[src/rtl/grant_xfer_ctrl_if.sv]
// Arbiter-side inputs and burst/monitor outputs of grant_xfer_ctrl.
// master is the transfer controller; slave is the arbiter/bus environment.
interface grant_xfer_ctrl_if #(
    parameter int BURST_LEN = 4,
    parameter int ERR_W     = 8
);
    localparam int BEAT_W = $clog2(BURST_LEN) + 1;

    logic [3:0]        req;
    logic [3:0]        gnt;
    logic              op_error;
    logic              ack;
    logic              bus_valid;
    logic [1:0]        bus_sel;
    logic              bus_last;
    logic [BEAT_W-1:0] beat_cnt;
    logic [3:0]        done;
    logic [3:0]        starve;
    logic              multi_gnt_err;
    logic [ERR_W-1:0]  err_cnt;
    logic              abort;

    modport master (
        input  req, gnt, op_error, ack,
        output bus_valid, bus_sel, bus_last, beat_cnt, done, starve,
               multi_gnt_err, err_cnt, abort
    );

    modport slave (
        output req, gnt, op_error, ack,
        input  bus_valid, bus_sel, bus_last, beat_cnt, done, starve,
               multi_gnt_err, err_cnt, abort
    );
endinterface

[src/rtl/grant_xfer_ctrl.sv]
// Turns a registered one-hot arbiter grant into a fixed-length bus burst, and monitors
// per-agent starvation and arbiter errors. Define GXC_TIMEOUT_EN to add the ack-idle abort.
module grant_xfer_ctrl #(
    parameter int BURST_LEN    = 4,
    parameter int STARVE_LIMIT = 8,
    parameter int WAIT_W       = 4,
    parameter int ERR_W        = 8,
    parameter int TIMEOUT      = 16
) (
    input logic               clk,
    input logic               rst,
    grant_xfer_ctrl_if.master bus
);
    localparam int BEAT_W = $clog2(BURST_LEN) + 1;
    localparam logic [BEAT_W-1:0] LAST_BEAT = BEAT_W'(BURST_LEN - 1);
    localparam logic [WAIT_W-1:0] WAIT_MAX  = {WAIT_W{1'b1}};
    localparam logic [WAIT_W-1:0] STARVE_TH = WAIT_W'(STARVE_LIMIT);
    localparam logic [ERR_W-1:0]  ERR_MAX   = {ERR_W{1'b1}};

    if (BURST_LEN < 1 || (2 ** WAIT_W - 1) < STARVE_LIMIT || TIMEOUT < 1) begin : g_bad_param
        $error("grant_xfer_ctrl: illegal parameter set");
    end

    // state   | meaning
    // IDLE    | waiting for a one-hot grant
    // XFER    | burst owned by 'owner'; beat held until ack
    // DONE    | one-cycle done[owner] pulse, bus idle
    localparam logic [1:0] ST_IDLE = 2'd0;
    localparam logic [1:0] ST_XFER = 2'd1;
    localparam logic [1:0] ST_DONE = 2'd2;

    logic [1:0]        state;
    logic [1:0]        owner;
    logic              valid_r;
    logic              last_r;
    logic [BEAT_W-1:0] beat_r;
    logic [3:0]        done_r;
    logic [3:0]        starve_r;
    logic              multi_r;
    logic [ERR_W-1:0]  err_r;
    logic [WAIT_W-1:0] wait_cnt [4];
    logic [WAIT_W-1:0] wait_nxt [4];

    logic              gnt_multi;
    logic              gnt_one_hot;
    logic [1:0]        gnt_idx;
    logic              start;
    logic              timeout_hit;

    assign gnt_multi   = |(bus.gnt & (bus.gnt - 4'd1));
    assign gnt_one_hot = (|bus.gnt) & ~gnt_multi;
    assign start       = (state == ST_IDLE) && gnt_one_hot;

    always_comb begin
        gnt_idx = 2'd0;
        for (int i = 0; i < 4; i++) begin
            if (bus.gnt[i]) gnt_idx = 2'(i);
        end
    end

`ifdef GXC_TIMEOUT_EN
    localparam int TO_W = $clog2(TIMEOUT + 1);
    localparam logic [TO_W-1:0] TO_LAST = TO_W'(TIMEOUT - 1);

    logic [TO_W-1:0] idle_cnt;
    logic            abort_r;

    assign timeout_hit = (state == ST_XFER) && !bus.ack && (idle_cnt == TO_LAST);

    always_ff @(posedge clk or posedge rst) begin
        if (rst) begin
            idle_cnt <= '0;
            abort_r  <= 1'b0;
        end else begin
            abort_r <= timeout_hit;
            if (state == ST_XFER && !bus.ack) idle_cnt <= idle_cnt + TO_W'(1);
            else                              idle_cnt <= '0;
        end
    end

    assign bus.abort = abort_r;
`else
    assign timeout_hit = 1'b0;
    assign bus.abort   = 1'b0;
`endif

    always_ff @(posedge clk or posedge rst) begin
        if (rst) begin
            state   <= ST_IDLE;
            owner   <= 2'd0;
            valid_r <= 1'b0;
            last_r  <= 1'b0;
            beat_r  <= '0;
            done_r  <= 4'd0;
        end else begin
            done_r <= 4'd0;
            case (state)
                ST_IDLE: begin
                    if (gnt_one_hot) begin
                        state   <= ST_XFER;
                        owner   <= gnt_idx;
                        valid_r <= 1'b1;
                        beat_r  <= '0;
                        last_r  <= (LAST_BEAT == '0);
                    end
                end
                ST_XFER: begin
                    if (bus.ack) begin
                        if (last_r) begin
                            state   <= ST_DONE;
                            valid_r <= 1'b0;
                            last_r  <= 1'b0;
                            beat_r  <= '0;
                            done_r  <= 4'b0001 << owner;
                        end else begin
                            beat_r <= beat_r + BEAT_W'(1);
                            last_r <= ((beat_r + BEAT_W'(1)) == LAST_BEAT);
                        end
                    end else if (timeout_hit) begin
                        // abandoned burst: no done pulse for the owner
                        state   <= ST_IDLE;
                        valid_r <= 1'b0;
                        last_r  <= 1'b0;
                        beat_r  <= '0;
                    end
                end
                ST_DONE: state <= ST_IDLE;
                default: begin
                    state   <= ST_IDLE;
                    valid_r <= 1'b0;
                    last_r  <= 1'b0;
                    beat_r  <= '0;
                end
            endcase
        end
    end

    always_comb begin
        for (int i = 0; i < 4; i++) begin
            wait_nxt[i] = wait_cnt[i];
            if (!bus.req[i] || (start && gnt_idx == 2'(i))) wait_nxt[i] = '0;
            else if (wait_cnt[i] != WAIT_MAX)                wait_nxt[i] = wait_cnt[i] + WAIT_W'(1);
        end
    end

    always_ff @(posedge clk or posedge rst) begin
        if (rst) begin
            for (int i = 0; i < 4; i++) wait_cnt[i] <= '0;
            starve_r <= 4'd0;
        end else begin
            for (int i = 0; i < 4; i++) begin
                wait_cnt[i] <= wait_nxt[i];
                starve_r[i] <= (wait_nxt[i] >= STARVE_TH);
            end
        end
    end

    always_ff @(posedge clk or posedge rst) begin
        if (rst) begin
            multi_r <= 1'b0;
            err_r   <= '0;
        end else begin
            if (gnt_multi) multi_r <= 1'b1;
            if (bus.op_error && err_r != ERR_MAX) err_r <= err_r + ERR_W'(1);
        end
    end

    assign bus.bus_valid     = valid_r;
    assign bus.bus_sel       = owner;
    assign bus.bus_last      = last_r;
    assign bus.beat_cnt      = beat_r;
    assign bus.done          = done_r;
    assign bus.starve        = starve_r;
    assign bus.multi_gnt_err = multi_r;
    assign bus.err_cnt       = err_r;
endmodule

[src/flat_wrapper.sv]
// flat-port wrapper written by rule: the top's interface ports become plain ports
module grant_xfer_ctrl_flat 
#(
    parameter int BURST_LEN    = 4,
    parameter int STARVE_LIMIT = 8,
    parameter int WAIT_W       = 4,
    parameter int ERR_W        = 8,
    parameter int TIMEOUT      = 16
)
  (clk, rst, bus_req, bus_gnt, bus_op_error, bus_ack, bus_bus_valid, bus_bus_sel, bus_bus_last, bus_beat_cnt, bus_done, bus_starve, bus_multi_gnt_err, bus_err_cnt, bus_abort);
  grant_xfer_ctrl_if #(.BURST_LEN(BURST_LEN), .ERR_W(ERR_W)) bus_i ();
  input logic clk;
  input logic rst;
  input wire logic [$bits(bus_i.req)-1:0] bus_req;
  input wire logic [$bits(bus_i.gnt)-1:0] bus_gnt;
  input wire logic [$bits(bus_i.op_error)-1:0] bus_op_error;
  input wire logic [$bits(bus_i.ack)-1:0] bus_ack;
  output wire logic [$bits(bus_i.bus_valid)-1:0] bus_bus_valid;
  output wire logic [$bits(bus_i.bus_sel)-1:0] bus_bus_sel;
  output wire logic [$bits(bus_i.bus_last)-1:0] bus_bus_last;
  output wire logic [$bits(bus_i.beat_cnt)-1:0] bus_beat_cnt;
  output wire logic [$bits(bus_i.done)-1:0] bus_done;
  output wire logic [$bits(bus_i.starve)-1:0] bus_starve;
  output wire logic [$bits(bus_i.multi_gnt_err)-1:0] bus_multi_gnt_err;
  output wire logic [$bits(bus_i.err_cnt)-1:0] bus_err_cnt;
  output wire logic [$bits(bus_i.abort)-1:0] bus_abort;
  assign bus_i.req = bus_req;
  assign bus_i.gnt = bus_gnt;
  assign bus_i.op_error = bus_op_error;
  assign bus_i.ack = bus_ack;
  assign bus_bus_valid = bus_i.bus_valid;
  assign bus_bus_sel = bus_i.bus_sel;
  assign bus_bus_last = bus_i.bus_last;
  assign bus_beat_cnt = bus_i.beat_cnt;
  assign bus_done = bus_i.done;
  assign bus_starve = bus_i.starve;
  assign bus_multi_gnt_err = bus_i.multi_gnt_err;
  assign bus_err_cnt = bus_i.err_cnt;
  assign bus_abort = bus_i.abort;
  grant_xfer_ctrl #(.BURST_LEN(BURST_LEN), .STARVE_LIMIT(STARVE_LIMIT), .WAIT_W(WAIT_W), .ERR_W(ERR_W), .TIMEOUT(TIMEOUT)) u_core (.clk(clk), .rst(rst), .bus(bus_i));
endmodule
[config.mk]
export PLATFORM = sky130hd
export DESIGN_NAME = grant_xfer_ctrl_flat
export DESIGN_NICKNAME = d
export VERILOG_FILES = /design/src/rtl/grant_xfer_ctrl_if.sv /design/src/rtl/grant_xfer_ctrl.sv /design/src/flat_wrapper.sv
export SDC_FILE = /design/constraint.sdc
export NUM_CORES = 1
export LEC_CHECK = 0
export ABC_AREA = 1
export BUFFER_PORTS_ARGS = -buffer_cell sky130_fd_sc_hd__buf_2
export CAP_MARGIN = 20
export CORE_MARGIN = 10
export CORE_UTILIZATION = 45
export DETAILED_ROUTE_END_ITERATION = 12
export PLACE_DENSITY = 0.68
export REMOVE_ABC_BUFFERS = 1
export SETUP_SLACK_MARGIN = 0.15
export SKIP_CTS_REPAIR_TIMING = 1
export SYNTH_ARGS = -nofsm -noshare
export SYNTH_HDL_FRONTEND = slang
export SYNTH_SLANG_ARGS = --single-unit
[constraint.sdc]
create_clock -name clk -period 2.28 [get_ports clk]
set_input_delay 0.228 -clock clk [delete_from_list [all_inputs] [get_ports clk]]
set_output_delay 0.228 -clock clk [all_outputs]
set_load 0.1 [all_outputs]
* Yosys cells after proc, flatten, opt, wreduce, memory -nomap -nowiden
Index checks and enable logic that the tools add are counted.
W data, S select, Z words.
** Word-level totals
- Register bits after elaboration :: 42
- Input port bits :: 12
- Output and inout port bits :: 25
- Word-level logic and storage cells :: 95
** Operators by class
- Add/subtract/negate cells :: 7
- Magnitude comparators :: 4
- Equal/unequal tests :: 14
- Shifts and indexed selects :: 1
- Mux-type cells :: 30
- Bitwise logic cells :: 4
- Reduce and logical (&&, ||, !) cells :: 22
** Operators by type and width (number)
- $mux W4 :: 11
- $add A4 B1 Y4 const B :: 4
- $ge A4 B4 Y1 const B :: 4
- $ne A4 B4 Y1 const B :: 4
- $mux W2 :: 5
- $mux W3 :: 3
- $pmux W3 S3 :: 1
- $add A8 B1 Y8 const B :: 1
- $ne A8 B8 Y1 const B :: 1
- $reduce_or A4 Y1 :: 2
- $mux W1 :: 7
- $eq A2 B2 Y1 const B :: 3
- $logic_and A1 B1 Y1 :: 6
- $pmux W1 S3 :: 2
- $reduce_and A3 Y1 :: 2
- $and A4 B4 Y4 :: 1
- $eq A2 B1 Y1 const B :: 2
- $logic_not A1 Y1 :: 4
- $logic_not A2 Y1 :: 2
- $logic_or A1 B1 Y1 :: 4
- $ne A2 B1 Y1 const B :: 2
- $pmux W2 S2 :: 1
- $reduce_and A4 Y1 :: 1
- $shl A1 B2 Y4 const A :: 1
- 7 further kinds :: 8

* Depth between registers and ports, before layout
Gate-level depths: netlist of run 1.
- Depth after elaboration :: 10
- Mapped depth :: 9
- Depth with buffers taken out :: 8

* Worst setup path before layout of run 1
No wires, ideal clock.
- Path kind :: reg2reg
- Start :: register u_core.err_r[1] (netlist: u_core.bus.err_cnt[1])
- End :: register u_core.err_r[2] (netlist: u_core.bus.err_cnt[2])
- Library setup time :: 0.125 ns
- Arrival time :: 1.859 ns
- Data required time :: 2.155 ns
- Setup slack :: 0.296 ns
- Stages on the path, launching flop included :: 9
- Path buffers :: 0
- Clock period less this slack :: 1.984 ns
- Path through :: dfrtp_1 ha_1 inv_1 nor2_1 nand2_1 nand2_2 inv_2 nand3_1 nand2_1
** On the way
- Word-level cells in the longest chain between the ends :: 2
- Elaborated cells on any way between the ends :: 3
- Those cells by class :: add/sub: 1; eq/ne: 1; reduce/logical: 1
** RTL lines
- start: declaration :: RTL line grant_xfer_ctrl.sv:40 : logic [ERR_W-1:0] err_r;
- start signal: assignment :: RTL line grant_xfer_ctrl.sv:164 : if (bus.op_error && err_r != ERR_MAX) err_r <= err_r + ERR_W'(1);
- parallel branches: the longest is 2 deep, another holds $add A8 B1 Y8
Parallel ways; which one is timed is not known.
A chain may end at the register's enable or synchronous reset.

* Worst setup path after layout of run 1
- Start :: register u_core.err_r[1] (netlist: u_core.bus.err_cnt[1])
- End :: register u_core.err_r[6] (netlist: u_core.bus.err_cnt[6])
Same word-level chain as after synthesis.

==> results of run 1 <==
==> power by group <==
| part | internal, W | total, W | switching (W) | leakage (nW) |
|---|---|---|---|---|
| combinational | 0.000246 | 0.00137 | 0.00112 | 0.656 |
| clock | 0.000244 | 0.000488 | 0.000244 | 0.0482 |
| sequential | 0.000884 | 0.00103 | 0.000148 | 0.550 |
| total | 0.00137 | 0.00289 | 0.00151 | 1.25 |
==> state kept, by name (all words and copies together), names as in the netlist <==
register,cells
u_core.state,2
u_core.bus.starve,4
u_core.bus.done,4
u_core.bus.bus_last,1
u_core.bus.multi_gnt_err,1
u_core.bus.bus_valid,1
u_core.wait_cnt,16
u_core.bus.bus_sel,2
u_core.bus.beat_cnt,3
u_core.bus.err_cnt,8
==> final timing paths <==
check,from,to,slack (ns),cells after the start
setup / recovery,u_core.bus.err_cnt[1]$_DFFE_PP0P_,u_core.bus.err_cnt[6]$_DFFE_PP0P_,0.85,8
hold / removal,bus_ack,u_core.state[0]$_DFFE_PP0P_,0.19,2
setup reg to reg,u_core.bus.err_cnt[1]$_DFFE_PP0P_,u_core.bus.err_cnt[6]$_DFFE_PP0P_,0.85,8
hold reg to reg,u_core.bus.multi_gnt_err$_DFFE_PP0P_,u_core.bus.multi_gnt_err$_DFFE_PP0P_,0.49,2
max in group asynchronous,rst,u_core.bus.bus_sel[0]$_DFFE_PP0P_,1.12,4
min in group asynchronous,rst,u_core.bus.err_cnt[0]$_DFFE_PP0P_,0.41,3
==> final cells by class <==
type	count	area, um2
inverters	30	113
clock buffers	7	86.3
clock inverters	1	5.00
multi-input cells	156	836
flip-flops and latches	42	1050
fillers	401	2010
well taps	52	65.1
repair buffers	37	193
==> layer usage <==
metal  vias up  share of wire (%)  routed length [um]
met5         -                  0                   0
met4         0                1.8                  73
met3         5                9.7                 395
met2        40                 42                1730
met1       722                 46                1890
li1        821                  -                   -
==> cell families after synthesis <==
| family | Yosys count | share of synthesized area (%) |
|---|---|---|
| and+or+nand+nor | 105 | 23.6 |
| DFF | 42 | 52.1 |
| AOI/OAI and AO/OA | 34 | 9.30 |
| buffers and inverters | 32 | 6.51 |
| xor gates and xnor gates | 8 | 3.47 |
| adders and majority gates | 7 | 4.34 |
| other | 1 | 0.186 |
| muxes | 1 | 0.496 |
==> placed cells by master, fill, tap and decap left out <==
| cell type | n |
|---|---|
| nand2_1 | 40 |
| buf_4 | 1 |
| mux2i_1 | 1 |
| inv_1 | 29 |
| nor3_1 | 7 |
| a21oi_1 | 9 |
| dlygate4sd3_1 | 1 |
| clkbuf_1 | 1 |
| nand3b_1 | 2 |
| nand3_4 | 1 |
| buf_2 | 35 |
| nand3_1 | 16 |
| inv_2 | 1 |
| o21ai_2 | 4 |
| nand2_2 | 3 |
| nor2_2 | 1 |
| nor2_1 | 28 |
| o211ai_1 | 1 |
| o21ai_0 | 17 |
| xor2_1 | 5 |
| xnor2_1 | 3 |
| nand4_1 | 3 |
| conb_1 | 1 |
| ha_1 | 7 |
| nand2_4 | 1 |
| clkinv_2 | 1 |
| o21ai_1 | 3 |
| dfrtp_1 | 42 |
| clkbuf_8 | 6 |
| or2_2 | 3 |
==> stage by stage <==
step	utilization [%]	hold WS (ns)
2_1_floorplan	-	0.353
3_3_place_gp	51.6	0.179
3_5_place_dp	51.6	0.185
4_1_cts	53.7	-0.142
5_1_grt	53.9	0.209
6_report	53.9	0.195
==> results.yml, run 1 <==
outcome:
  status: "finished, final reports clean"
worst_setup_path:
  cpMostUsedCell: "nand2_1"
  worst_path_max_delay_cell: "dfrtp_1"
  cp_max_fo: 8
  critPathTopFamily: "simple AND/OR/NAND/NOR gates"
  crit_required_ns: 2.46
  crit_path_cell_trace: "ha_1 > inv_1 > nor2_1 > nand2_1 > nand2_2 > inv_2 > nand3_1 > nand2_1"
  crit_arrival_ns: 1.61
  worst-path-buf-inv: 2
  startpoint_type: "register"
  critPathKind: "register to register"
  cp-end-kind: "register"
  worst_path_largest_cell_delay_ns: 0.41
drt:
  drtPass1Iterations: 4
  drc: 0
  drt-vias-per-instance: 4.89
  wl_um: 4080
  dr.first_iter.drc_count: 61
  wl_per_cell_um: 12.6
  vias: 1588
  detail-route-antenna-nets: 0
synthesis:
  syn-mean-instance-area_um2: 8.77
  yosys-top-cells-count: "dfrtp_1 (42), nand2_1 (40), inv_1 (29), nor2_1 (28), o21ai_0 (17)"
  synth_top_area_share_pct: 52.1
  synth.distinct_cells: 26
  netlist_instances: 230
  synth.most_common_cell: "dfrtp_1"
  synth_edf_count: 0
  postSynth.asyncResetShare_pct: 100
  synth_area_leader_cell: "dfrtp_1"
  synth_area_leaders: "dfrtp_1 (52%), nand2_1 (7.4%), inv_1 (5.4%)"
  synth.ff_latch_count: 42
  seq_area_frac_synth_pct: 52.1
  synthFlopType: "dfrtp_1"
  synth_area_um2: 2020
  yosys_warnings: 0
placed_design:
  dp.final_hpwl_um: 3040
  gp_congestion: 0.894
  numPortBuffers: 35
  dpl.cell_count: 316
  pre_cts_ws_ns: 0.872
  dpl-instance-area_um2: 2250
floorplan:
  io_pins: 37
  die-height_um: 87.0
  die_area_um2: 7560
  die_x_um: 87.0
  start_util_pct: 46.4
  core_um2: 4350
  rows: 24
global_route:
  grtUsageMet2_pct: 17.9
  grt-ovfl-total: 0
  first_global_vias: 1580
  antenna_found_initial: 0
  use_met3_pct: 5.15
  met1_usage_pct: 13.0
  gr-usage-all-layers_pct: 11.4
  busiest_layer: "met2"
  grt_max_degree: 36
  grt_pass1_wl_um: 6980
finish:
  postLayoutCellArea_um2: 2350
  antenna_cells: 0
  synthToLayoutAreaGrowth_pct: 16.4
  layout-drive-gt1-share_pct: 20.9
  final_nets: 291
  instances_no_fill: 325
job:
  drv_cap: 0
cts:
  cts_buffers: 5
  clk_pin_slew_ns: 0.08
  clk_latency_ns: 0.29
  cts-root-buf: "clkbuf_8"
  clock_tree.buffer_depth: 2
  cts_tree: "yes"
  cts_sinks: 42
  h-tree-depth: 2
timing:
  setup_tns_ns: 0
  max_freq_mhz: 697
  fin_crit_ns: 1.43
  final.setup.worst_slack_ns: 0.846
  finClkSkew_ns: 0.00496
  maxSlewViolCount: 0
  max-slew-margin-rel_pct: 61.7
  rsz0062_at_grt: "false"
  worst_slew_pin_slew_ns: 0.569
  setup_viol: 0
  hold_viol_final: 0
  fin_crit_sh_pct: 62.9
power:
  power.density_nw_per_um2: 1230
  vdd.ir_drop.worst_v: 0.000826
  p_total_w: 0.00289
  leakagePower_nw: 1.25
min_path:
  hp-class: "input pin to register"
(Power assumes the default switching activity.)
==> run 2, diff against run 1 <==
==> constraint.sdc (replaced) <==
create_clock -name clk -period 1.37 [get_ports clk]
set_input_delay 0.137 -clock clk [delete_from_list [all_inputs] [get_ports clk]]
set_output_delay 0.137 -clock clk [all_outputs]
set_load 0.1 [all_outputs]
==> results.yml, run 2 (synthesis gave the netlist of run 1 again) <==
outcome:
  status: "finished, final reports clean"
finish:
  largest_register: "u_core.wait_cnt"
  synthToLayoutAreaGrowth_pct: 32.2
  final_common_cell: "dfrtp_1"
  seq_area_um2: 1060
  final_nets: 304
  layout-drive-gt1-share_pct: 33.2
  multi_input_area_um2: 967
  fillerInstances: 357
  largest_reg_flops: 16
  antenna_cells: 0
  instances_no_fill: 338
  final_cell_mix: "dfrtp_1 (38), nand2_1 (35), inv_1 (28), nor2_1 (22), buf_4 (21)"
floorplan:
  io_pins: 37
  die_x_um: 87.0
  rows: 24
  die-height_um: 87.0
  die_area_um2: 7560
  core_um2: 4350
  start_util_pct: 46.4
worst_setup_path:
  cpMostUsedCell: "nand2_1"
  startpoint_type: "register"
  crit_path_cell_trace: "nand2_1 > nor3_2 > nand2_2 > nand2_4 > inv_6 > nand3_1 > nand2_1"
  worst_path_max_delay_cell: "dfrtp_1"
  cp_max_fo: 8
  crit_arrival_ns: 1.46
  crit_required_ns: 1.56
  critPathKind: "register to register"
  cp-end-kind: "register"
  worst_path_largest_cell_delay_ns: 0.41
timing:
  max_freq_mhz: 789
  hold_viol_final: 0
  finClkSkew_ns: 0.00381
  fin_crit_ns: 1.27
  fin_crit_sh_pct: 92.5
  hold_ws_ns: 0.0994
  rsz0062_at_grt: "true"
  setup_viol: 0
  maxSlewViolCount: 0
drt:
  drt-vias-per-instance: 4.99
  detail-route-antenna-nets: 0
  wl_per_cell_um: 13.4
  wl_um: 4520
  drc: 0
  drtPass1Iterations: 4
  vias: 1687
  dr.first_iter.drc_count: 40
cts:
  h-tree-depth: 2
  clk_latency_ns: 0.30
  cts-root-buf: "clkbuf_8"
  clk_pin_slew_ns: 0.08
  cts_sinks: 42
  cts_tree: "yes"
  cts_buffers: 5
  clock_tree.buffer_depth: 2
global_route:
  first_global_vias: 1552
  grt_max_degree: 37
  gr-usage-all-layers_pct: 11.4
  grt-ovfl-total: 0
  antenna_found_initial: 0
  grt_pass1_wl_um: 6790
placed_design:
  gp_congestion: 0.892
  numPortBuffers: 35
  dp.final_hpwl_um: 3070
  dpl.cell_count: 320
job:
  drv_cap: 0
min_path:
  hp-class: "input pin to register"
power:
  vdd.ir_drop.worst_v: 0.00182
  power.density_nw_per_um2: 2010
  leakagePower_nw: 1.34
==> run 2: cell count changes in the layout (fill, tap and decap cells not counted), moves of 4 or more <==
cell	before	now
buf_2	35	15
buf_4	1	21
clkbuf_4	0	7
nor2_1	28	22
nand2_1	40	35
dfrtp_1	42	38
dfrtp_2	0	4
nand2_2	3	7
nor2_2	1	5
o21ai_4	0	4
==> run 2: metrics by stage <==
| stage | total power [W] | TNS (ns) | setup WS (ns) | util [%] | area (um2) |
|---|---|---|---|---|---|
| after floorplan | 0.00361 | -6.44 | -0.614 | - | 2000 |
| final | 0.00537 | 0 | 0.102 | 61.3 | 2670 |
| after global routing | 0.00565 | 0 | 0.0355 | 61.3 | 2670 |
| after CTS | 0.00493 | 0 | 0.00120 | 54.7 | 2380 |
| after detailed placement | 0.00407 | 0 | 0.00774 | 52.6 | 2290 |
| after global placement | 0.00406 | 0 | 0.0861 | 52.6 | 2290 |
==> run 2: final cells by class <==
class	instances	share of cell area [%]
Tap cell	52	2.44
Clock inverter	1	0.188
Sequential cell	42	39.6
Timing Repair Buffer	49	13.8
Multi-Input combinational cell	157	36.2
Clock buffer	7	3.23
Inverter	30	4.50
==> run 2: critical path, delay by kind of cell (launching register included) <==
kind                   cells  cell delay, ns
and+or+nand+nor            6            0.69
buffers and inverters      1            0.07
DFF                        1            0.41
==> run 2: report_power, final <==
| group | leakage, nW | internal, W | switching (W) | total, W |
|---|---|---|---|---|
| sequential | 0.545 | 0.00148 | 0.000261 | 0.00174 |
| clock | 0.0482 | 0.000407 | 0.000423 | 0.000830 |
| combinational | 0.747 | 0.000772 | 0.00202 | 0.00280 |
==> run 2: path summary, 6_finish.rpt <==
kind	startpoint	endpoint	slack, ns	cells past startpoint
setup / recovery	u_core.bus.err_cnt[6]$_DFFE_PP0P_	u_core.bus.err_cnt[6]$_DFFE_PP0P_	0.10	7
min in group asynchronous	rst	u_core.bus.err_cnt[4]$_DFFE_PP0P_	0.33	3
hold / removal	bus_req[0]	u_core.wait_cnt[12]$_DFF_PP0_	0.1	3
hold reg to reg	u_core.bus.multi_gnt_err$_DFFE_PP0P_	u_core.bus.multi_gnt_err$_DFFE_PP0P_	0.47	2
max in group asynchronous	rst	u_core.state[0]$_DFFE_PP0P_	0.53	4
setup reg to reg	u_core.bus.err_cnt[6]$_DFFE_PP0P_	u_core.bus.err_cnt[6]$_DFFE_PP0P_	0.10	7
==> run 2: per-layer routing <==
metal  part of all wire (%)  global-route usage (%)
met4                    2.0                    4.86
met3                    8.9                    6.74
met2                     46                    17.5
met5                      0                       0
met1                     43                    12.5
